[src/rtl/cipher_pkg.sv]
// ============================================================================
// cipher_pkg : shared Caesar-style cipher constants, types and letter arithmetic
// Rev 1.0
// ============================================================================
`default_nettype none

package cipher_pkg;

  localparam int ASCII_A     = 65;
  localparam int ALPHA_LEN   = 26;
  localparam int CASE_OFFSET = 32;

  typedef logic [7:0] char_t;

  typedef enum logic [0:0] {
    ST_IDLE = 1'b0,
    ST_RUN  = 1'b1
  } state_t;

  function automatic logic is_upper(char_t c);
    return (c >= char_t'(ASCII_A)) && (c <= char_t'(ASCII_A + ALPHA_LEN - 1));
  endfunction

  function automatic logic [4:0] key_mod26(logic [7:0] v);
    return 5'(v % 8'(ALPHA_LEN));
  endfunction

  // Inverse letter shift; the encrypt path uses the same operand widths.
  function automatic char_t shift_back(char_t c, logic [4:0] k);
    logic [5:0] d;
    logic [5:0] p;
    d = 6'(c - char_t'(ASCII_A));
    p = d + 6'(ALPHA_LEN) - {1'b0, k};
    if (p >= 6'(ALPHA_LEN)) p = p - 6'(ALPHA_LEN);
    return char_t'(p) + char_t'(ASCII_A);
  endfunction

endpackage

`default_nettype wire

[src/rtl/cipher_key_regfile.sv]
// ============================================================================
// cipher_key_regfile : KEY_LEN x 5-bit shift entries, one write, one async read
// Rev 1.0
// ============================================================================
`default_nettype none

module cipher_key_regfile import cipher_pkg::*; #(
  parameter int KEY_LEN = 4,
  parameter int KEY_AW  = $clog2(KEY_LEN)
) (
  input  logic              clk,
  input  logic              rst,
  input  logic              we_i,
  input  logic              busy_i,
  input  logic [KEY_AW-1:0] waddr_i,
  input  logic [7:0]        wdata_i,
  input  logic [KEY_AW-1:0] raddr_i,
  output logic [4:0]        rdata_o
);

  logic [4:0] key_q [KEY_LEN];

  // Writes are locked out whenever a frame could be reading the table.
  always_ff @(posedge clk) begin
    if (rst) begin
      for (int i = 0; i < KEY_LEN; i++) key_q[i] <= '0;
    end else if (we_i && !busy_i) begin
      key_q[waddr_i] <= key_mod26(wdata_i);
    end
  end

  assign rdata_o = key_q[raddr_i];

endmodule

`default_nettype wire

[src/rtl/stream_decrypt_case_restore.sv]
// ============================================================================
// stream_decrypt_case_restore : streaming keyed-shift decrypt with case restore
// Rev 1.0
// ============================================================================
`default_nettype none

module stream_decrypt_case_restore import cipher_pkg::*; #(
  parameter int MSG_LEN = 13,
  parameter int KEY_LEN = 4,
  parameter int KEY_AW  = $clog2(KEY_LEN)
) (
  input  logic              clk,
  input  logic              rst,
  input  logic              key_we,
  input  logic [KEY_AW-1:0] key_addr,
  input  logic [7:0]        key_data,
  input  logic              s_valid,
  output logic              s_ready,
  input  logic [7:0]        s_data,
  input  logic              s_upper,
  input  logic              s_last,
  output logic              m_valid,
  input  logic              m_ready,
  output logic [7:0]        m_data,
  output logic              m_last,
  output logic              frame_err,
  output logic              busy
);

  localparam int CW = $clog2(MSG_LEN);
  localparam logic [CW-1:0]     LAST_CNT = CW'(MSG_LEN - 1);
  localparam logic [KEY_AW-1:0] LAST_KEY = KEY_AW'(KEY_LEN - 1);

  state_t            state_q;
  logic [CW-1:0]     cnt_q, cnt_cur, cnt_d;
  logic [KEY_AW-1:0] kidx_q, kidx_cur, kidx_d;
  logic              m_valid_q, m_last_q, m_last_d, frame_err_q, frame_err_d;
  char_t             m_data_q, m_data_d;
  logic              accept, start, letter, at_len;
  logic [4:0]        key_cur;

  assign s_ready = !m_valid_q || m_ready;
  assign accept  = s_valid && s_ready;
  assign start   = (state_q == ST_IDLE);
  assign busy    = (state_q == ST_RUN) || m_valid_q;

  // The first beat of a frame sees count and key index as zero.
  assign cnt_cur  = start ? '0 : cnt_q;
  assign kidx_cur = start ? '0 : kidx_q;
  assign letter   = is_upper(s_data);
  assign at_len   = (cnt_cur == LAST_CNT);

  cipher_key_regfile #(.KEY_LEN(KEY_LEN), .KEY_AW(KEY_AW)) u_key (
    .clk     (clk),
    .rst     (rst),
    .we_i    (key_we),
    .busy_i  (busy || accept),
    .waddr_i (key_addr),
    .wdata_i (key_data),
    .raddr_i (kidx_cur),
    .rdata_o (key_cur)
  );

  always_comb begin
    m_data_d = s_data;
    if (letter) begin
      m_data_d = shift_back(s_data, key_cur);
      if (!s_upper) m_data_d = m_data_d + char_t'(CASE_OFFSET);
    end
  end

  assign m_last_d    = s_last || at_len;
  assign cnt_d       = cnt_cur + 1'b1;
  assign kidx_d      = !letter ? kidx_cur : (kidx_cur == LAST_KEY) ? '0 : kidx_cur + 1'b1;
  assign frame_err_d = (start ? 1'b0 : frame_err_q) | (m_last_d && (s_last != at_len));

  always_ff @(posedge clk) begin
    if (rst) begin
      state_q     <= ST_IDLE;
      cnt_q       <= '0;
      kidx_q      <= '0;
      m_valid_q   <= 1'b0;
      m_data_q    <= '0;
      m_last_q    <= 1'b0;
      frame_err_q <= 1'b0;
    end else if (accept) begin
      m_valid_q   <= 1'b1;
      m_data_q    <= m_data_d;
      m_last_q    <= m_last_d;
      cnt_q       <= cnt_d;
      kidx_q      <= kidx_d;
      frame_err_q <= frame_err_d;
      state_q     <= m_last_d ? ST_IDLE : ST_RUN;
    end else if (m_ready) begin
      m_valid_q   <= 1'b0;
    end
  end

  assign m_valid   = m_valid_q;
  assign m_data    = m_data_q;
  assign m_last    = m_last_q;
  assign frame_err = frame_err_q;

endmodule

`default_nettype wire

[config.mk]
export PLATFORM = sky130hd
export DESIGN_NAME = stream_decrypt_case_restore
export DESIGN_NICKNAME = d
export VERILOG_FILES = /design/src/rtl/cipher_pkg.sv /design/src/rtl/cipher_key_regfile.sv /design/src/rtl/stream_decrypt_case_restore.sv
export SDC_FILE = /design/constraint.sdc
export NUM_CORES = 1
export LEC_CHECK = 0
export CAP_MARGIN = 20
export CORE_MARGIN = 10
export CORE_UTILIZATION = 61
export DETAILED_ROUTE_END_ITERATION = 8
export PLACE_DENSITY = 0.86
export SYNTH_ARGS = -nofsm -noshare
export SYNTH_HDL_FRONTEND = slang
export SYNTH_SLANG_ARGS = --single-unit
[constraint.sdc]
create_clock -name clk -period 12.8 [get_ports clk]
set_input_delay 1.28 -clock clk [delete_from_list [all_inputs] [get_ports clk]]
set_output_delay 1.28 -clock clk [all_outputs]
set_load 0.1 [all_outputs]
==> results.py <==
metrics = {
    "finish": {
        "n_antenna_cell": 0,
        "regArea_um2": 960.9,
        "area_growth_pct": 14.25,
        "fillCellCount": 421,
        "multi_input_area_mm2": 0.001997,
        "finish.utilization_pct": 71.77,
        "drive_gt1_share_pct": 8.122,
        "final_area_mm2": 0.003642,
        "nNetsFinal": 434,
    },
    "synth": {
        "ys_seq_area_share_pct": 30.14,
        "yosysTopAreaCell": "edfxtp_1",
        "synth_nets": 416,
        "synth-edff-count": 20,
        "synth_top_area_share_pct": 18.84,
        "yosysMostFrequentCell": "nor2_1",
        "synth_cell_types": 75,
        "ys_warn_count": 0,
        "synth_area_leaders": "edfxtp_1 19%, dfxtp_1 11%, ha_1 5.9%",
        "synth_top_cells_by_count": "35 x nor2_1, 29 x a21oi_1, 23 x inv_1, 23 x nand2_1, 20 x edfxtp_1",
        "ys.flop_type": "edfxtp_1",
        "synthesis.area_mm2": 0.003188,
        "synth-async-reset-ratio_pct": 0,
        "syn-instance-count": 375,
        "ys_seq_elements": 38,
        "avgSynthCellArea_um2": 8.501,
    },
    "global_route": {
        "grt_overflow": 0,
        "grt_first_pass_wirelength_um": 12870,
        "antenna_found_initial": 0,
        "grt_start_max_net_pins": 26,
        "grt_pass1_vias": 2708,
        "grtUsageTotal_pct": 17.81,
    },
    "place": {
        "dpl.hpwl_um": 5661,
        "port_buffers": 37,
        "place_congestion": 0.9362,
        "dpl_cell_area_mm2": 0.003510,
    },
    "sta": {
        "fmax_mhz": 206.1,
        "slew_violations": 0,
        "min_period_ps": 4851,
        "post-route-period-util_pct": 37.90,
        "whs_ps": 463.1,
        "tns_ps": 0,
        "final_hold_viol_count": 0,
        "skew_ps": 5.867,
        "worst_slew_margin_rel_pct": 33.57,
        "setup_viol": 0,
        "worst_pin_slew_ps": 993.3,
        "rsz0062_at_grt": "no",
    },
    "clock_tree": {
        "ctsHoldBuffers": 0,
        "root_buffer": "clkbuf_8",
        "path_clk_slew_ps": 80,
        "clkSinkCount": 38,
        "postCtsResizedCells": 0,
        "clock_latency_ps": 290,
        "cts_tree": "done",
        "cts_made_buffers": 5,
        "htreeDepth": 2,
        "cts_buffer_depth": 2,
        "post_cts_buffers": 0,
    },
    "route": {
        "via_per_inst": 6.181,
        "wl_per_cell_um": 16.44,
        "ant_nets": 0,
        "drc_errors": 0,
        "routed_wirelength_um": 7628,
        "drtPass1Iterations": 4,
        "drtIter0Drc": 205,
        "num_vias": 2868,
    },
    "setup_path": {
        "arrival_ps": 5090,
        "path_class": "in2reg",
        "worst-path-max-fanout": 8,
        "start_kind": "input pin",
        "cp.required_ps": 13040,
        "crit_path_end_kind": "flop",
    },
    "power": {
        "leakage_nw": 1.350,
        "power_density_mw_per_mm2": 116.6,
        "irDropWorstVdd_mv": 0.07199,
        "power.total_uw": 424.9,
    },
    "status": {
        "outcome": "finished, final reports clean",
    },
    "die": {
        "std_cell_rows": 26,
        "core-area_mm2": 0.005075,
        "die_y_um": 92.30,
        "die_w_um": 92.30,
        "io_pins": 38,
        "start_util_pct": 62.82,
        "dieArea_mm2": 0.008518,
    },
    "job": {
        "drv_cap": 0,
    },
    "worst_hold_path": {
        "worstHoldPathType": "reg2reg",
    },
}
-- power breakdown --
group | internal (mW) | switching [mW] | leakage (nW)
combinational | 0.0592 | 0.106 | 0.932
clock | 0.0771 | 0.0429 | 0.0658
sequential | 0.135 | 0.00436 | 0.351
total | 0.271 | 0.154 | 1.35
-- metal layers --
layer / vias up / global-route usage (%) / share of wire [%]
li1: 1430 / - / -
met1: 1343 / 23.00 / 44
met2: 82 / 29.59 / 49
met3: 13 / 2.663 / 4.8
met4: 0 / 6.170 / 1.8
met5: - / 0 / 0
-- cell type report --
class                           instances  share of cell area [%]
Multi-Input combinational cell        287                   54.83
Sequential cell                        38                   26.38
Timing Repair Buffer                   38                   10.37
Tap cell                               70                   2.405
Inverter                               23                   2.370
Clock buffer                            5                   1.889
Clock inverter                          3                   1.752
-- through the flow --
stage / cells / setup WS (ps)
floorplan: 375 / 8547
global placement: 456 / 7842
detailed placement: 456 / 7722
CTS: 464 / 8002
global route: 464 / 7705
finish: 464 / 7949
-- kinds of logic after synthesis --
logic type,share of synthesized area [%]
multiplexers,4.003
AO/OA/AOI/OAI,26.14
AND/OR/NAND/NOR,23.00
flip-flops,30.14
adder cells (fa/ha/maj),6.515
buffers and inverters,7.221
other,0.1176
XOR/XNOR,2.865
-- placed cells by master, fill, tap and decap left out, drive strengths merged, types with 13 or more instances in the layout --
| master | n |
|---|---|
| o21ai | 21 |
| dfxtp | 18 |
| clkdlybuf4s50 | 37 |
| nor3 | 13 |
| inv | 23 |
| a21oi | 31 |
| nand3 | 15 |
| nand2 | 23 |
| edfxtp | 20 |
| ha | 15 |
| nor2 | 37 |
-- state kept, by name, indices dropped and copies added, names as in the netlist --
| name | flops |
|---|---|
| u_key.key_q | 20 |
| m_data | 8 |
| cnt_q | 4 |
| kidx_q | 2 |
| frame_err | 1 |
| m_last | 1 |
| m_valid | 1 |
| state_q | 1 |
-- path summary, 6_finish.rpt --
path / startpoint / endpoint / slack (ps) / depth (start not counted)
worst min register to register: m_data[0] / m_data[0] / 460 / 2
worst max register to register: kidx_q[0] / m_data[4] / 8070 / 18
worst max-delay path: s_data[1] / m_data[4] / 7950 / 16
worst min-delay path: m_data[0] / m_data[0] / 460 / 2
-- critical path: stages --
cell,delay [ps]
clkdlybuf4s50_1,510
inv_1,50
ha_1,270
inv_1,40
ha_1,230
fa_1,480
xor2_1,340
o21ai_2,170
nor3_4,350
nor2_1,110
xnor2_1,160
ha_1,240
nand2_1,80
or4_1,430
a211o_1,270
nand3_1,70
Power figures use the tool's default switching activity.
